`config.mk`:
```
export PLATFORM = sky130hd
export DESIGN_NAME = ram_block_mover
export DESIGN_NICKNAME = d
export VERILOG_FILES = /design/src/rtl/turtle_mem_pkg.sv /design/src/rtl/ram_block_mover.sv
export SDC_FILE = /design/constraint.sdc
export NUM_CORES = 1
export LEC_CHECK = 0
export CAP_MARGIN = 5
export CORE_MARGIN = 2
export CORE_UTILIZATION = 46
export CTS_BUF_LIST = sky130_fd_sc_hd__clkbuf_8 sky130_fd_sc_hd__clkbuf_16
export DETAILED_ROUTE_END_ITERATION = 8
export PLACE_DENSITY = 0.78
export SYNTH_ARGS = -nofsm -noshare
export SYNTH_HDL_FRONTEND = slang
export SYNTH_SLANG_ARGS = --single-unit
```
`constraint.sdc`:
```
create_clock -name clk -period 2.2 [get_ports clk]
set_clock_uncertainty 0.15 [all_clocks]
set_input_delay 0.44 -clock clk [delete_from_list [all_inputs] [get_ports clk]]
set_output_delay 0.44 -clock clk [all_outputs]
set_load 0.02 [all_outputs]
```
`src/rtl/turtle_mem_pkg.sv`:
```
// Shared definitions for the data RAM and the blocks that drive it.
// Holds RAM geometry, mover state encoding and mode constants.
package turtle_mem_pkg;

   localparam int RAM_ADDR_W = 10;
   localparam int RAM_DATA_W = 16;

   localparam logic MODE_FILL = 1'b0;
   localparam logic MODE_COPY = 1'b1;

   typedef enum logic [1:0] {
      IDLE = 2'd0,
      RD   = 2'd1,
      WR   = 2'd2,
      DONE = 2'd3
   } state_e;

endpackage

```
`src/rtl/ram_block_mover.sv`:
```
// Block fill / block copy initiator for the single-port data RAM.
// Owns the RAM port while busy; COPY alternates RD and WR cycles.
module ram_block_mover
   import turtle_mem_pkg::*;
#(
   parameter int ADDR_W = RAM_ADDR_W,
   parameter int DATA_W = RAM_DATA_W
) (
   input  logic              clk,
   input  logic              rst_n,
   input  logic              start,
   input  logic              mode,
   input  logic [ADDR_W-1:0] src_addr,
   input  logic [ADDR_W-1:0] dst_addr,
   input  logic [ADDR_W:0]   length,
   input  logic [DATA_W-1:0] fill_value,
   output logic              busy,
   output logic              done,
   output logic [ADDR_W-1:0] ram_addr,
   output logic [DATA_W-1:0] ram_din,
   output logic              ram_write,
   input  logic [DATA_W-1:0] ram_dout
);

   localparam logic [ADDR_W:0] LEN_ONE = (ADDR_W+1)'(1);

   state_e            r_state;
   logic              r_mode;
   logic [ADDR_W-1:0] r_src_ptr;
   logic [ADDR_W-1:0] r_dst_ptr;
   logic [ADDR_W:0]   r_remaining;
   logic [DATA_W-1:0] r_fill;
   logic              r_busy;
   logic              r_done;
   logic              r_write;
   logic [ADDR_W-1:0] r_addr;
   logic [DATA_W-1:0] r_din;

   logic              w_copy_wr;
   logic              w_last;
   logic [ADDR_W-1:0] w_src_nxt;
   logic [ADDR_W-1:0] w_dst_nxt;

   assign w_copy_wr = (r_state == WR) && (r_mode == MODE_COPY);
   assign w_last    = (r_remaining == LEN_ONE);
   assign w_src_nxt = r_src_ptr + 1'b1;
   assign w_dst_nxt = r_dst_ptr + 1'b1;

   // COPY writes forward the word read back in the preceding RD cycle
   assign ram_din   = w_copy_wr ? ram_dout : r_din;
   assign busy      = r_busy;
   assign done      = r_done;
   assign ram_write = r_write;
   assign ram_addr  = r_addr;

   always_ff @(posedge clk or negedge rst_n) begin
      if (!rst_n) begin
         r_state     <= IDLE;
         r_mode      <= MODE_FILL;
         r_src_ptr   <= '0;
         r_dst_ptr   <= '0;
         r_remaining <= '0;
         r_fill      <= '0;
         r_busy      <= 1'b0;
         r_done      <= 1'b0;
         r_write     <= 1'b0;
         r_addr      <= '0;
         r_din       <= '0;
      end else begin
         unique case (r_state)
            IDLE: begin
               r_done  <= 1'b0;
               r_write <= 1'b0;
               if (start) begin
                  r_mode      <= mode;
                  r_src_ptr   <= src_addr;
                  r_dst_ptr   <= dst_addr;
                  r_remaining <= length;
                  r_fill      <= fill_value;
                  if (length == '0) begin
                     r_state <= DONE;
                     r_done  <= 1'b1;
                  end else if (mode == MODE_COPY) begin
                     r_state <= RD;
                     r_busy  <= 1'b1;
                     r_addr  <= src_addr;
                  end else begin
                     r_state <= WR;
                     r_busy  <= 1'b1;
                     r_write <= 1'b1;
                     r_addr  <= dst_addr;
                     r_din   <= fill_value;
                  end
               end
            end
            RD: begin
               r_state <= WR;
               r_write <= 1'b1;
               r_addr  <= r_dst_ptr;
            end
            WR: begin
               r_src_ptr   <= w_src_nxt;
               r_dst_ptr   <= w_dst_nxt;
               r_remaining <= r_remaining - 1'b1;
               if (w_last) begin
                  r_state <= DONE;
                  r_busy  <= 1'b0;
                  r_done  <= 1'b1;
                  r_write <= 1'b0;
               end else if (r_mode == MODE_COPY) begin
                  r_state <= RD;
                  r_write <= 1'b0;
                  r_addr  <= w_src_nxt;
               end else begin
                  r_state <= WR;
                  r_write <= 1'b1;
                  r_addr  <= w_dst_nxt;
                  r_din   <= r_fill;
               end
            end
            DONE: begin
               r_state <= IDLE;
               r_done  <= 1'b0;
               r_busy  <= 1'b0;
               r_write <= 1'b0;
            end
            default: begin
               r_state <= IDLE;
               r_busy  <= 1'b0;
               r_done  <= 1'b0;
               r_write <= 1'b0;
            end
         endcase
      end
   end

endmodule

```
==> impl_metrics.ini, run 1 <==
[cts]
htreeDepth = 3
cts_inserted_buffers = 9
ctsRootBufferMaster = clkbuf_8
cts_tree = built
clockBufferDepth = 2
clkTransAtPathRegs_ns = 0.08
clk_latency_ns = 0.36
clkSinkCount = 79

[placement]
dp_slack_ns = -0.2742
gp_congestion = 0.8965
portBuffers = 95
post-place-cells = 759
hpwlAfterDp_um = 9406
dpl_cell_area_um2 = 6216

[timing]
fmax_ghz = 0.4122
setup-tns-final_ns = -3.689
slew_viol_final = 0
grt_setup_unrepaired = yes
finalCritPeriodShare_pct = 110.3
fin_crit_ns = 2.426
slew_headroom_pct = 64.10
setup_viol = 18
hold_violations = 0
timing.final.ws_setup_ns = -0.2260
tightest_slew_ns = 0.5341
fin_hold_ws_ns = 0.3486

[route]
avgRoutedWirePerCell_um = 16.95
vias = 4498
avgViaCountPerCell = 5.759
first_iter_violations = 232
drcViolationCount = 0
dr.pass1.iters = 4
final_antenna_net_count = 0
routed_wirelength_um = 13240

[floorplan]
rows = 37
die-area_um2 = 11410
num_io_pins = 96
coreArea_um2 = 10280
die-width_um = 106.8
start_util_pct = 47.31
chipHeight_um = 106.8

[power_and_ir_drop]
power.share.sequential_pct = 27.6
power.switching_mw = 4.615
p_per_area_nw_per_um2 = 1584
p_sw_share_pct = 43.67
clock_power_share_pct = 11.9
leakagePower_nw = 2.768
finalPower_mw = 10.57
pwr-share-comb_pct = 60.5
peakVddDrop_mv = 0.9624
p_int_mw = 5.952

[global_route]
track_usage_pct = 23.55
grt_overflow = 0
antenna_found_initial = 0
grt_pass1_wl_um = 21680
grt_max_degree = 47
grt_pass1_vias = 4507

[synth]
ys_ff_latch = 79
yosys_most_used_dff = dfrtp_1
synth_simple_gate_area_share_pct = 16.03
synth_top_family_by_area = compound AO/OA/AOI/OAI gates
synth.area.mux_share_pct = 14.28
syn_area_per_cell_um2 = 9.350
synth_edf_count = 0
synth_seq_area_share_pct = 40.66
synth_nets = 596
synth_compound_area_share_pct = 20.17
synth_fa_ha_area_share_pct = 2.316
synthXorXnorAreaFrac_pct = 1.801
synth.distinct_cells = 62
syn_inst = 520
synthesis.area_um2 = 4862
async_flop_share_pct = 100.0
yosysWarnings = 0

[min_path]
hp-class = reg2reg

[cells_and_area]
nets = 716
drive_above_1_share_pct = 22.48
mostFrequentLayoutCell = dfrtp_1
final_cell_mix = dfrtp_1, clkdlybuf4s50_1, nand2_1
diodes = 0
final_cells = 781
final_core_util_pct = 64.93
area_delta_synth_final_pct = 37.24
fin_area_um2 = 6673

[critical_path]
worstPathMaxFanout = 7
r2r_setup_slack_ns = -0.11
cp-end-kind = output pin
arrival_ns = 1.84
critPathKind = reg2out
start_kind = flop
cp.required_ns = 1.61

[flow_run]
drv_cap = 0

[outcome]
violations = negative setup slack
status = finished, violations left
-- path summary, 6_finish.rpt --
path	start	end	cells after the start
worst max-delay path	r_state[0]$_DFFE_PN0N_	ram_din[6]	7
worst max register to register	r_state[0]$_DFFE_PN0N_	ram_addr[8]$_DFFE_PN0P_	8
worst min-delay path	r_fill[12]$_DFFE_PN0P_	r_fill[12]$_DFFE_PN0P_	1
min in group asynchronous	rst_n	ram_addr[0]$_DFFE_PN0P_	2
max in group asynchronous	rst_n	r_din[10]$_DFFE_PN0P_	3
worst min register to register	r_fill[12]$_DFFE_PN0P_	r_fill[12]$_DFFE_PN0P_	1
-- repair_timing --
action / in CTS / in global routing
buffers inserted: 4 / 2
endpoints found under the setup margin: 36 / 50
resized for setup: 121 / 11
cloned: 1 / 0
hold buffers: 1 / 0
endpoints found under the hold margin: 33 / 0
pin swaps: 1 / 3
-- final cells by class --
type | count | area (um^2)
sequential | 79 | 1977
tap | 136 | 170.2
fill | 812 | 3605
multi-input combinational | 390 | 2794
clock buffer | 9 | 123.9
clock inverter | 7 | 103.9
timing repair buffer | 145 | 1440
inverter | 15 | 63.81
-- registers in the layout, indices dropped and copies added, names as in the netlist --
| name | count |
|---|---|
| r_fill | 16 |
| r_din | 16 |
| busy | 1 |
| r_mode | 1 |
| r_remaining | 11 |
| r_state | 2 |
| done | 1 |
| ram_addr | 10 |
| ram_write | 1 |
| r_src_ptr | 10 |
| r_dst_ptr | 10 |
-- metal layers --
| layer | routed length [um] | track usage, % |
|---|---|---|
| met5 | 0 | 0 |
| met4 | 147 | 6.122 |
| met3 | 915 | 4.255 |
| met2 | 6410 | 39.95 |
| met1 | 5766 | 31.14 |
-- Yosys cell counts (2+ instances only) --
cell / instances / share of area, %
a211oi_1: 8 / 1.2
a21boi_0: 2 / 0.31
a21oi_1: 39 / 4.0
a221oi_1: 2 / 0.36
a22oi_1: 3 / 0.46
a31oi_1: 7 / 0.90
a41oi_1: 2 / 0.36
buf_1: 4 / 0.31
buf_2: 17 / 1.7
buf_4: 2 / 0.31
clkbuf_1: 12 / 0.93
dfrtp_1: 79 / 41
ha_1: 9 / 2.3
inv_1: 13 / 1.0
mux2_1: 18 / 4.2
mux2_2: 17 / 3.9
mux2_4: 4 / 1.2
mux2i_1: 24 / 4.9
nand2_1: 57 / 4.4
nand2b_1: 6 / 0.77
nand3_1: 21 / 2.2
nand3_2: 2 / 0.41
nand4_1: 3 / 0.39
nor2_1: 16 / 1.2
nor2b_1: 10 / 1.3
nor3_1: 7 / 0.72
nor3_2: 5 / 1.0
nor4_2: 3 / 0.77
o211ai_1: 4 / 0.62
o21a_1: 2 / 0.31
o21ai_0: 29 / 3.0
o21ai_1: 33 / 3.4
o22a_1: 2 / 0.36
o22ai_1: 12 / 1.5
o31ai_1: 5 / 0.77
or3_1: 5 / 0.64
or4_1: 3 / 0.46
xnor2_1: 4 / 0.72
xor2_1: 6 / 1.1
-- worst max-delay path, cell delays in order (launching register included) --
cell and delay, ns:
dfrtp_1 0.40, inv_2 0.09, ha_4 0.16, inv_6 0.03, nor2_4 0.20, buf_12 0.17
mux2_4 0.30, buf_6 0.13
-- cell families after synthesis --
logic type,count (synthesis)
AO/OA/AOI/OAI,162
multiplexers,63
XOR/XNOR,10
adder cells (fa/ha/maj),9
buffers and inverters,51
AND/OR/NAND/NOR,146
flip-flops,79
-- power by group through the flow --
stage | Clock, mW | Combinational [mW] | Sequential, mW
final | 1.26 | 6.39 | 2.92
after global routing | 1.34 | 6.97 | 3.01
after CTS | 1.27 | 6.27 | 2.89
after detailed placement | 0 | 5.90 | 2.89
after global placement | 0 | 5.71 | 2.85
after floorplan | 0 | 3.94 | 2.81
Power figures use the tool's default switching activity.
==> run 2: changes to the inputs <==
--- a/config.mk
+++ b/config.mk
@@ -11,6 +11,7 @@
 export CTS_BUF_LIST = sky130_fd_sc_hd__clkbuf_8 sky130_fd_sc_hd__clkbuf_16
 export DETAILED_ROUTE_END_ITERATION = 8
 export PLACE_DENSITY = 0.78
+export REMOVE_ABC_BUFFERS = 1
 export SYNTH_ARGS = -nofsm -noshare
 export SYNTH_HDL_FRONTEND = slang
 export SYNTH_SLANG_ARGS = --single-unit
==> run 2 against run 1 <==
  * The flow still finishes with violations (negative setup slack)
  * Global-route usage up 0.56 points
  * Fmax down 1.3%
  * Via count up 2.5%
  * Combinational power down 3.4%
  * First-iteration DRC count up 8.6%
  * Sequential share of layout area up 0.60 points
  * Register-to-register slack better by 0.08 ns
  * Routed wire length up 3.0%
  * Critical path type unchanged
  * Largest cell class unchanged
  * Largest power group unchanged
==> impl_metrics.ini, run 2 (same netlist as run 1, synthesis figures left out) <==
[cts]
htreeDepth = 3
cts_tree = built
cts_inserted_buffers = 9
clk_latency_ns = 0.37
clkSinkCount = 79
clkTransAtPathRegs_ns = 0.09
clockBufferDepth = 2
ctsRootBufferMaster = clkbuf_8

[floorplan]
die-width_um = 106.8
chipHeight_um = 106.8
start_util_pct = 47.31
coreArea_um2 = 10280
die-area_um2 = 11410
num_io_pins = 96
rows = 37

[power_and_ir_drop]
leakagePower_nw = 2.724
peakVddDrop_mv = 0.6672
p_per_area_nw_per_um2 = 1578

[cells_and_area]
area_delta_synth_final_pct = 34.53
diodes = 0
nets = 717
mostFrequentLayoutCell = dfrtp_1
reg_top3 = r_din (16), r_fill (16), r_remaining (11)
final_cell_mix = dfrtp_1, clkdlybuf4s50_1, nand2_1
drive_above_1_share_pct = 21.05
final_core_util_pct = 63.65

[timing]
timing.final.ws_setup_ns = -0.2580
grt_setup_unrepaired = yes
slew_headroom_pct = 63.83
hold_violations = 0
fin_hold_ws_ns = 0.3302
fmax_ghz = 0.4068
slew_viol_final = 0
finalCritPeriodShare_pct = 111.7
setup-tns-final_ns = -3.561
setup_viol = 17
fin_crit_ns = 2.458
tightest_slew_ns = 0.5381

[critical_path]
critPathKind = reg2out
worstPathMaxFanout = 5
start_kind = flop
cpPeakStageDelay_ns = 0.41
arrival_ns = 1.87
cp_common_cell = buf_6
crit_chain = inv_2 > ha_4 > inv_6 > nor2_4 > buf_4 > buf_6 > mux2_4 > buf_6
cp-end-kind = output pin
slowest_stage = dfrtp_1
cp.required_ns = 1.61

[route]
drcViolationCount = 0
avgRoutedWirePerCell_um = 17.44
dr.pass1.iters = 5
vias = 4612
routed_wirelength_um = 13640
final_antenna_net_count = 0
first_iter_violations = 252
avgViaCountPerCell = 5.898

[global_route]
grt_max_degree = 55
grt_overflow = 0
antenna_found_initial = 0
track_usage_pct = 24.11
grt_pass1_vias = 4474
grt_pass1_wl_um = 21740

[placement]
portBuffers = 95
dp_slack_ns = -0.3003
hpwlAfterDp_um = 9562
gp_congestion = 0.9174

[outcome]
violations = negative setup slack
status = finished, violations left

[min_path]
hp-class = in2async

[flow_run]
drv_cap = 0
run 2: cell type report:
type	count	area (um^2)
Inverter	15	61.31
Clock buffer	10	137.6
Clock inverter	6	90.09
Sequential cell	79	1977
Multi-Input combinational cell	390	2729
Tap cell	136	170.2
Timing Repair Buffer	146	1376
Fill cell	835	3736
run 2: worst max-delay path: cells and delay by family (launching register included):
kind	cells	cell delay, ns
and+or+nand+nor	1	0.13
buffers and inverters	5	0.51
adders and majority gates	1	0.15
muxes	1	0.30
DFF	1	0.41
run 2: per-stage QoR:
step           area [um^2]  std cells  power [mW]
4_1_cts               6407        779       9.892
3_3_place_gp          6206        760       8.413
5_1_grt               6541        782       11.02
2_1_floorplan         4693        484       6.512
3_5_place_dp          6206        760       8.727
6_report              6541        782       10.32
run 2: worst paths after layout:
| path | start | endpoint | slack (ns) | depth (start not counted) |
|---|---|---|---|---|
| setup / recovery | r_state[0]$_DFFE_PN0N_ | ram_din[10] | -0.26 | 8 |
| hold reg to reg | r_din[15]$_DFFE_PN0P_ | r_din[15]$_DFFE_PN0P_ | 0.35 | 2 |
| max in group asynchronous | rst_n | ram_addr[0]$_DFFE_PN0P_ | 0.99 | 3 |
| min in group clk | r_din[15]$_DFFE_PN0P_ | r_din[15]$_DFFE_PN0P_ | 0.35 | 2 |
| hold / removal | rst_n | r_din[1]$_DFFE_PN0P_ | 0.33 | 2 |
| setup reg to reg | r_state[0]$_DFFE_PN0N_ | ram_addr[8]$_DFFE_PN0P_ | -0.03 | 9 |
run 2: timing repair:
action | 4_1_cts | 5_1_grt
hold endpoints to repair | 18 | 0
gates resized for setup | 71 | 25
buffers inserted | 2 | 2
pin swaps | 0 | 2
hold buffers | 1 | 0
cloned | 0 | 1
endpoints found under the setup margin | 39 | 49
run 2: where the power goes:
part	leakage [nW]	total, mW	switching [mW]	internal (mW)
combinational	1.67	6.17	3.35	2.82
clock	0.113	1.27	0.589	0.676
sequential	0.940	2.89	0.683	2.21
run 2: layer usage:
metal	vias up	part of all wire [%]	global-route usage, %
met5	-	0	0
met4	0	4.2	11.97
met3	51	5.8	4.195
met2	180	50	40.22
met1	2232	40	30.16
li1	2149	-	-
==> run 3: changes to the inputs <==
--- a/config.mk
+++ b/config.mk
@@ -10,8 +10,8 @@
 export CORE_UTILIZATION = 46
 export CTS_BUF_LIST = sky130_fd_sc_hd__clkbuf_8 sky130_fd_sc_hd__clkbuf_16
 export DETAILED_ROUTE_END_ITERATION = 8
+export GPL_TIMING_DRIVEN = 1
 export PLACE_DENSITY = 0.78
-export REMOVE_ABC_BUFFERS = 1
 export SYNTH_ARGS = -nofsm -noshare
 export SYNTH_HDL_FRONTEND = slang
 export SYNTH_SLANG_ARGS = --single-unit
==> results of run 3 <==
No change in the layout: final DEF, timing and power equal those of run 1.
